### config.mk
export PLATFORM = sky130hd
export DESIGN_NAME = counter_ud_param
export DESIGN_NICKNAME = d
export VERILOG_FILES = /design/src/rtl/counter_ud_param.sv
export SDC_FILE = /design/constraint.sdc
export NUM_CORES = 1
export LEC_CHECK = 0
export BUFFER_PORTS_ARGS = -buffer_cell sky130_fd_sc_hd__buf_2
export CORE_MARGIN = 2
export CORE_UTILIZATION = 27
export CTS_CLUSTER_SIZE = 30
export DETAILED_ROUTE_END_ITERATION = 8
export GPL_ROUTABILITY_DRIVEN = 0
export PLACE_DENSITY_LB_ADDON = 0.2
export SLEW_MARGIN = 25
export SYNTH_ARGS = -nofsm -noshare
export SYNTH_HDL_FRONTEND = slang
export SYNTH_SLANG_ARGS = --single-unit
### constraint.sdc
create_clock -name clk -period 3.2 [get_ports clk]
set_clock_uncertainty 0.2 [all_clocks]
set_input_delay 0.64 -clock clk [delete_from_list [all_inputs] [get_ports clk]]
set_output_delay 0.64 -clock clk [all_outputs]
set_load 0.02 [all_outputs]
### src/rtl/counter_ud_param.sv
// counter_ud_param
//
// Parametrised up/down counter with wrap or saturate boundary handling,
// synchronous clear and parallel load, a registered terminal-count pulse
// and a sticky overflow flag.
//
// Parameters:
//   WIDTH    counter width in bits (2..32)
//   MAX_VAL  upper bound of the count range (lower bound is 0)
//   WRAP     1 = wrap around at the bounds, 0 = saturate at the bounds
//
// Ports:
//   clk          clock, all state updates on the rising edge
//   rst          asynchronous active-low reset
//   clear        synchronous clear of count, tc and ovf
//   load         synchronous parallel load (clamped to MAX_VAL)
//   load_val     value taken when load = 1
//   enable       count enable
//   dir          1 = count up, 0 = count down
//   counter_out  current count (registered)
//   at_max       high while counter_out == MAX_VAL
//   at_min       high while counter_out == 0
//   tc           one-cycle pulse after an attempted boundary crossing
//   ovf          sticky: a boundary crossing happened since reset/clear
module counter_ud_param #(
    parameter int              WIDTH   = 8,
    parameter longint unsigned MAX_VAL = (64'd1 << WIDTH) - 64'd1,
    parameter bit              WRAP    = 1'b1
) (
    input  logic             clk,
    input  logic             rst,
    input  logic             clear,
    input  logic             load,
    input  logic [WIDTH-1:0] load_val,
    input  logic             enable,
    input  logic             dir,
    output logic [WIDTH-1:0] counter_out,
    output logic             at_max,
    output logic             at_min,
    output logic             tc,
    output logic             ovf
);

    localparam logic [WIDTH-1:0] MAX_W   = MAX_VAL[WIDTH-1:0];
    localparam logic [WIDTH:0]   MAX_EXT = {1'b0, MAX_W};

    // Out-of-range load values are pinned to the top of the count range.
    function automatic logic [WIDTH-1:0] clamp_load(input logic [WIDTH-1:0] val);
        if ({1'b0, val} > MAX_EXT) begin
            return MAX_W;
        end
        return val;
    endfunction

    logic [WIDTH-1:0] count;
    logic [WIDTH-1:0] count_next;
    logic             tc_next;
    logic             ovf_next;

    // One extra bit of headroom: the increment is compared against MAX_VAL
    // rather than relying on binary rollover, so non-power-of-two ranges
    // wrap correctly; the decrement's borrow bit flags the lower bound.
    logic [WIDTH:0] up_sum;
    logic [WIDTH:0] dn_diff;
    logic           up_over;
    logic           dn_under;

    assign up_sum   = {1'b0, count} + {{WIDTH{1'b0}}, 1'b1};
    assign dn_diff  = {1'b0, count} - {{WIDTH{1'b0}}, 1'b1};
    assign up_over  = (up_sum > MAX_EXT);
    assign dn_under = dn_diff[WIDTH];

    always_comb begin
        count_next = count;
        tc_next    = 1'b0;
        ovf_next   = ovf;
        if (clear) begin
            count_next = '0;
            ovf_next   = 1'b0;
        end else if (load) begin
            count_next = clamp_load(load_val);
        end else if (enable) begin
            if (dir) begin
                if (up_over) begin
                    count_next = WRAP ? '0 : MAX_W;
                    tc_next    = 1'b1;
                    ovf_next   = 1'b1;
                end else begin
                    count_next = up_sum[WIDTH-1:0];
                end
            end else begin
                if (dn_under) begin
                    count_next = WRAP ? MAX_W : '0;
                    tc_next    = 1'b1;
                    ovf_next   = 1'b1;
                end else begin
                    count_next = dn_diff[WIDTH-1:0];
                end
            end
        end
    end

    always_ff @(posedge clk or negedge rst) begin
        if (!rst) begin
            count <= '0;
            tc    <= 1'b0;
            ovf   <= 1'b0;
        end else begin
            count <= count_next;
            tc    <= tc_next;
            ovf   <= ovf_next;
        end
    end

    assign counter_out = count;
    assign at_max      = (count == MAX_W);
    assign at_min      = (count == '0);

endmodule

==> results of run 1 <==
==> kinds of logic (layout without fill, tap and decap cells) <==
family,count (synthesis),count (layout)
buf+inv,19,36
compound gates,46,46
simple gates,65,65
xor+xnor,3,3
fa+ha+maj,5,5
flops,10,10
mux,2,2
==> cells in the final DEF (no fill, tap or decap), types with 3 or more instances in the layout <==
| cell | instances |
|---|---|
| ha_1 | 5 |
| o31ai_1 | 3 |
| nand4b_1 | 3 |
| inv_1 | 8 |
| nand3_1 | 6 |
| nor2_1 | 8 |
| clkbuf_8 | 3 |
| and2_1 | 3 |
| a21oi_1 | 14 |
| nor3_1 | 5 |
| o211ai_1 | 4 |
| o22ai_1 | 3 |
| nand2_1 | 16 |
| nand2b_1 | 3 |
| o21ai_0 | 10 |
| nor3b_1 | 5 |
| dfrtp_1 | 10 |
| nand4_1 | 3 |
| buf_2 | 25 |
==> power groups by stage <==
stage / Combinational (mW) / Clock, mW / Sequential (mW)
3_3_place_gp: 0.153 / 0 / 0.166
6_report: 0.154 / 0.131 / 0.165
5_1_grt: 0.169 / 0.142 / 0.169
4_1_cts: 0.153 / 0.133 / 0.165
2_1_floorplan: 0.112 / 0 / 0.158
3_5_place_dp: 0.152 / 0 / 0.167
==> how the worst max path moves through the flow <==
stage | start | end | slack (ns) | cells after the start
finish | counter_out[2] | at_min | 0.35 | 4
global route | counter_out[2] | at_min | 0.28 | 4
CTS | counter_out[2] | at_min | 0.37 | 4
detailed placement | counter_out[2] | at_min | 0.63 | 4
global placement | counter_out[2] | at_min | 0.61 | 4
floorplan | counter_out[4] | at_min | 0.50 | 4
==> area by class of cell <==
type / instances / area [µm²]
timing repair buffer: 25 / 125
tap: 50 / 62.6
multi-input combinational: 121 / 787
sequential: 10 / 250
inverter: 8 / 30.0
fill: 426 / 2700
clock buffer: 3 / 41.3
==> layer usage <==
layer	share of wire (%)	up-vias
li1	-	590
met1	42	591
met2	50	53
met3	6.0	7
met4	2.1	0
met5	0	-
==> worst reg2reg max path: stages, from the launching register on <==
cell      delay [ns]
dfrtp_1         0.59
ha_1            0.35
a21oi_1         0.07
o211a_1         0.23
a21oi_1         0.34
o21ai_0         0.26
o311ai_0        0.38
==> state kept, by name, summed over array words and instances, names as in the netlist <==
register     flops
counter_out      8
ovf              1
tc               1
==> key figures, run 1 <==
Run status
  – Status: completed

Clocking
  – Post-CTS Resized: 0
  – CTS root buffer: clkbuf_8
  – Cts hold-fix bufs: 0
  – Latest clock arrival within the worst-skew pair: ~0.23 ns
  – CTS Buf Count: 3
  – Clk pin slew, worst setup/hold paths: about 0.05 ns
  – H-tree levels: 1
  – CTS sink count: 10
  – Post-CTS Setup Bufs: 0
  – TritonCTS clock tree: yes
  – CTS Buffer Depth: 2

Power and ir drop
  – Clk pwr share: between 20% and 30%
  – Switch share: 37.7%
  – Power, Total: around 0.45 mW
  – Comb power frac: roughly a third
  – Max IR drop VDD: 0.181 mV
  – P per Cell Area: about 350 nW/µm²
  – Leakage power: between 0.5 and 0.6 nW
  – Sequential power share: a little under two fifths
  – Pint: roughly 0.28 mW
  – Net Switching: between 0.15 and 0.2 mW

Yosys
  – Synthesized area: between 1000 and 1500 µm²
  – Largest family of logic cells by synthesized area: simple AND/OR/NAND/NOR gates
  – Synth Area in Simple Gates: about a third
  – EDFF count, synth: 0
  – Most frequent cells after synthesis: 16 x nand2_1, 14 x a21oi_1, 10 x clkbuf_1, 10 x dfrtp_1, 10 x o21ai_0
  – Post-Synthesis Cells: 150
  – Synth area leaders: dfrtp_1 22%, a21oi_1 6.3%, ha_1 5.6%
  – Mux cell area share after synthesis: between 1.5 and 2%
  – Sequential area share after synthesis: between 20 and 25%
  – Top cell type's share of synthesized area: approximately 22%
  – Count leader, synth: nand2_1
  – Mean Syn Cell Area: between 7 and 8 µm²
  – Synth Flop Type: dfrtp_1
  – Synth async-reset ratio: 100%
  – Post-Synth Adder-Cell Area: 5.61%
  – Compound-gate portion of the synthesized area: a little over a quarter
  – YS warnings: 0
  – Xor and xnor area share after synthesis: around 2.4%
  – Syn Nets: 169
  – Synth cell types: 41
  – Yosys top cell by area: dfrtp_1
  – Seq cells post-synth: 10

Worst setup path
  – Critical path type: flip-flop to output port
  – Crit path max fanout: 16
  – Arrival time worst endpoint: roughly 2.0 ns
  – Worst reg2reg setup slack: around 0.66 ns
  – Critical Path RT: roughly 2.4 ns
  – FF-to-FF End: counter_out[5]
  – CP dominant cell by count: or3_4
  – Worst setup EP type: output port
  – Worst r2r src: counter_out[1]
  – CP Launch Type: flip-flop
  – Crit-path cells: or3_4, or3_4, nor3b_1, buf_2
  – CP peak stage delay: 0.55 ns
  – Crit-path leading delay family: simple AND/OR/NAND/NOR gates
  – Crit path buf inv count: 1
  – R2R cell count: 6
  – Slowest CP cell: dfrtp_1

Timing
  – Slew Viols, Final: 0
  – RSZ-0062 raised after global routing: no
  – Min Clock Period, post-route: about 2.9 ns
  – Setup WS post-layout: between 0.3 and 0.4 ns
  – Final period utilization: approximately 89%
  – Final setup fails: 0
  – Final hold slack: about 0.066 ns
  – Slew @ Worst Pin: between 0.4 and 0.5 ns
  – Relative slew margins: between 60% and 70%
  – Fin. Hold Viols: 0
  – Sum Neg Setup Slack: 0 ns
  – Fmax: between 300 and 400 MHz

Route
  – Drt initial violations: 46
  – DRT Pass-1 Iters: 4
  – Drc violations: 0
  – Vias per inst: approximately 5.7
  – Vias: between 1000 and 1500
  – DRT antenna net count: 0
  – Final wirelength: 3600 µm
  – DR WL/cell: approximately 17 µm

Floorplan
  – Die area: between 4000 and 5000 µm²
  – Horiz. Die Dim: slightly below 70 µm
  – Initial Util: between 20 and 30%
  – Io pins: 26
  – Chip height: between 60 and 70 µm
  – Core Area: 4000 µm²
  – Number of core rows: 23

Global routing
  – Grt total ovfl: 0
  – Gr usage total: between 10% and 20%
  – Initial antenna violation count: 0
  – Met2 Resource Use GR: a little over a quarter
  – GR Util met3: 3.29%
  – Number of global-route vias before repair: approximately 1100
  – Grt met1 use: ~22%
  – Pin count of the biggest net entering global routing: 18
  – GRT Max-Usage Layer: met2
  – First-pass GRT wire length: between 5000 and 6000 µm

Cells and area
  – Final Instance Area: roughly 1300 µm²
  – Finished Core Util: about a third
  – Finished Layout Cells: 217
  – Nets@finish: between 150 and 200
  – Layout cells sized above 1: approximately 20%
  – Area delta synth->final: 16.1%
  – Inserted Diodes: 0

Placed design
  – Placed Area: 1250 µm²
  – DP Cell Count: ~210
  – Post-DP HPWL: 2760 µm
  – Place WS: 0.630 ns
  – Port Buffers: 25

Flow run
  – Max cap viols: 0

Worst hold path
  – Hold Path Class: input pin to asynchronous set/reset pin
(Power assumes the default switching activity.)
==> inputs of run 2 (changes only) <==
CORE_MARGIN = not set   (was 2)
==> run 2 against run 1 <==
Against the previous run: hold slack got worse by 0.0053 ns; register-to-register slack improved by 0.06 ns; sequential power about the same; utilization increased by 0.58 points; via count decreased by 2.2%; combinational power about the same; critical path depth unchanged; clock power increased by 19%; critical endpoint unchanged.
==> key figures, run 2 (synthesis gave the netlist of run 1 again) <==
Floorplan
  – Core Area: 3970 µm² (-0.72%)
  – Die area: 4400 µm² (-5.8%)
  – Initial Util: 28.1% (+0.20 points)
  – Number of core rows: 23 (unchanged)
  – Io pins: 26 (unchanged)
  – Horiz. Die Dim: 66.3 µm (-2.9%)
  – Chip height: 66.3 µm (-2.9%)

Global routing
  – GRT Max-Usage Layer: met2
  – Initial antenna violation count: 0 (unchanged)
  – Grt total ovfl: 0 (unchanged)
  – Grt met1 use: 22.7% (+0.50 points)
  – First-pass GRT wire length: 5720 µm (-2.1%)
  – Number of global-route vias before repair: 1189 (+7.5%)
  – Gr usage total: 17.1% (+0.34 points)
  – Met2 Resource Use GR: 29.2% (+2.0 points)
  – Pin count of the biggest net entering global routing: 18 (unchanged)
  – GR Util met3: 1.72% (-1.6 points)

Power and ir drop
  – Pint: 0.306 mW (+9.1%)
  – Switch share: 35.3% (-2.4 points)
  – Power, Total: 0.473 mW (+5.1%)
  – Max IR drop VDD: 0.225 mV (+24%)
  – Sequential power share: 34.8% (-1.9 points)
  – Leakage power: 0.566 nW (+1.3%)
  – Net Switching: 0.167 mW (-1.5%)
  – Comb power frac: 32.1% (-2.1 points)
  – Clk pwr share: 33.0% (+3.9 points)
  – P per Cell Area: 361 nW/µm² (+4.0%)

Run status
  – Status: completed

Worst setup path
  – Crit path max fanout: 16 (unchanged)
  – Worst reg2reg setup slack: 0.72 ns (+0.06 ns)
  – Crit-path leading delay family: simple AND/OR/NAND/NOR gates
  – Crit-path cells: or3_4, or3_4, nor3b_1, buf_2
  – Crit path buf inv count: 1 (unchanged)
  – Slowest CP cell: dfrtp_1
  – FF-to-FF End: counter_out[5]
  – Critical path type: flip-flop to output port
  – R2R cell count: 6 (unchanged)
  – Stages on worst setup path: 4 (unchanged)
  – Worst setup EP type: output port
  – Critical Path RT: 2.36 ns (about the same)
  – CP Launch Type: flip-flop
  – Worst r2r src: counter_out[1]
  – Arrival time worst endpoint: 2.02 ns (about the same)
  – CP dominant cell by count: or3_4
  – CP peak stage delay: 0.54 ns (about the same)

Timing
  – Slew Viols, Final: 0 (unchanged)
  – Final setup fails: 0 (unchanged)
  – RSZ-0062 raised after global routing: no
  – Final period utilization: 89.5% (+0.37 points)
  – Final hold slack: 0.0607 ns (-0.00526 ns)
  – Fmax: 349 MHz (-0.42%)
  – Min Clock Period, post-route: 2.86 ns (+0.0119 ns)
  – Sum Neg Setup Slack: 0 ns (unchanged)
  – Relative slew margins: 69.1% (+1.8 points)
  – Fin. Hold Viols: 0 (unchanged)
  – Setup WS post-layout: 0.337 ns (-0.0119 ns)
  – Slew @ Worst Pin: 0.464 ns (-0.0273 ns)

Cells and area
  – Inserted Diodes: 0 (unchanged)
  – Most frequent cells in the layout: 25 x buf_2, 16 x nand2_1, 14 x a21oi_1
  – Nets@finish: 188 (unchanged)
  – Register area: 250 µm² (unchanged)
  – # fillers: 461 (+8.2%)
  – Max reg flops: 8 (unchanged)
  – Multi-input logic area: 787 µm² (unchanged)
  – Area delta synth->final: 17.4%
  – Layout cells sized above 1: 20.8% (+0.47 points)
  – Commonest non-fill, non-tap cell in the layout: buf_2

Clocking
  – CTS Buffer Depth: 2 (unchanged)
  – H-tree levels: 1 (unchanged)
  – TritonCTS clock tree: yes
  – CTS root buffer: clkbuf_8
  – Latest clock arrival within the worst-skew pair: 0.23 ns (about the same)
  – Cts hold-fix bufs: 0 (unchanged)
  – CTS Buf Count: 3 (unchanged)
  – Post-CTS Resized: 0 (unchanged)
  – Post-CTS Setup Bufs: 0 (unchanged)
  – CTS sink count: 10 (unchanged)
  – Clk pin slew, worst setup/hold paths: 0.05 ns (about the same)

Placed design
  – Port Buffers: 25 (unchanged)
  – Post-DP HPWL: 2760 µm (-0.26%)
  – Place WS: 0.604 ns (-0.0262 ns)

Route
  – Vias per inst: 5.57 (-2.6%)
  – DRT Pass-1 Iters: 5 (+1)
  – DRT antenna net count: 0 (unchanged)
  – Final wirelength: 3550 µm (-1.3%)
  – Drt initial violations: 68 (+48%)
  – Vias: 1214 (-2.2%)
  – DR WL/cell: 16.3 µm (-1.8%)
  – Drc violations: 0 (unchanged)

Worst hold path
  – Hold Path Class: input pin to asynchronous set/reset pin

Flow run
  – Max cap viols: 0 (unchanged)
-- run 2: cell types whose count changed in the layout (fill, tap and decap cells not counted), sizes merged --
cell / change
clkbuf: +1
-- run 2: how the worst max path moves through the flow --
stage                    from  endpoint  slack [ns]
2_1_floorplan  counter_out[4]    at_min        0.50
3_3_place_gp   counter_out[2]    at_min        0.65
3_5_place_dp   counter_out[2]    at_min        0.60
4_1_cts        counter_out[2]    at_min        0.34
5_1_grt        counter_out[2]    at_min        0.27
6_report       counter_out[2]    at_min        0.34
-- run 2: layer usage --
layer	share of wire, %	routed length [µm]
met1	44	1570
met5	0	0
met2	48	1710
met3	6.5	230
met4	1.3	46
-- run 2: worst register-to-register path, stage by stage, from the launching register on --
cell,delay (ns)
dfrtp_1,0.58
ha_1,0.33
and2_1,0.18
nand4b_1,0.12
a311o_1,0.41
o21ai_0,0.32
o311ai_0,0.19
-- run 2: stage by stage --
step                      std cells  area (µm²)  util (%)
after global placement          214        1250      31.6
after floorplan                 150        1120         -
after global routing            218        1310      33.0
final                           218        1310      33.0
after detailed placement        214        1250      31.6
after CTS                       218        1310      33.0
-- run 2: power by group through the flow --
stage          Combinational, mW  Clock [mW]  Sequential (mW)
6_report                   0.152       0.156            0.165
5_1_grt                    0.167       0.166            0.167
4_1_cts                    0.152       0.158            0.165
3_5_place_dp               0.151           0            0.167
3_3_place_gp               0.152           0            0.165
2_1_floorplan              0.112           0            0.158
-- run 2: final cells by class --
| type | count | area share (%) |
|---|---|---|
| Tap cell | 50 | 4.78 |
| Clock buffer | 4 | 4.20 |
| Timing Repair Buffer | 25 | 9.55 |
| Multi-Input combinational cell | 121 | 60.1 |
| Sequential cell | 10 | 19.1 |
| Inverter | 8 | 2.29 |
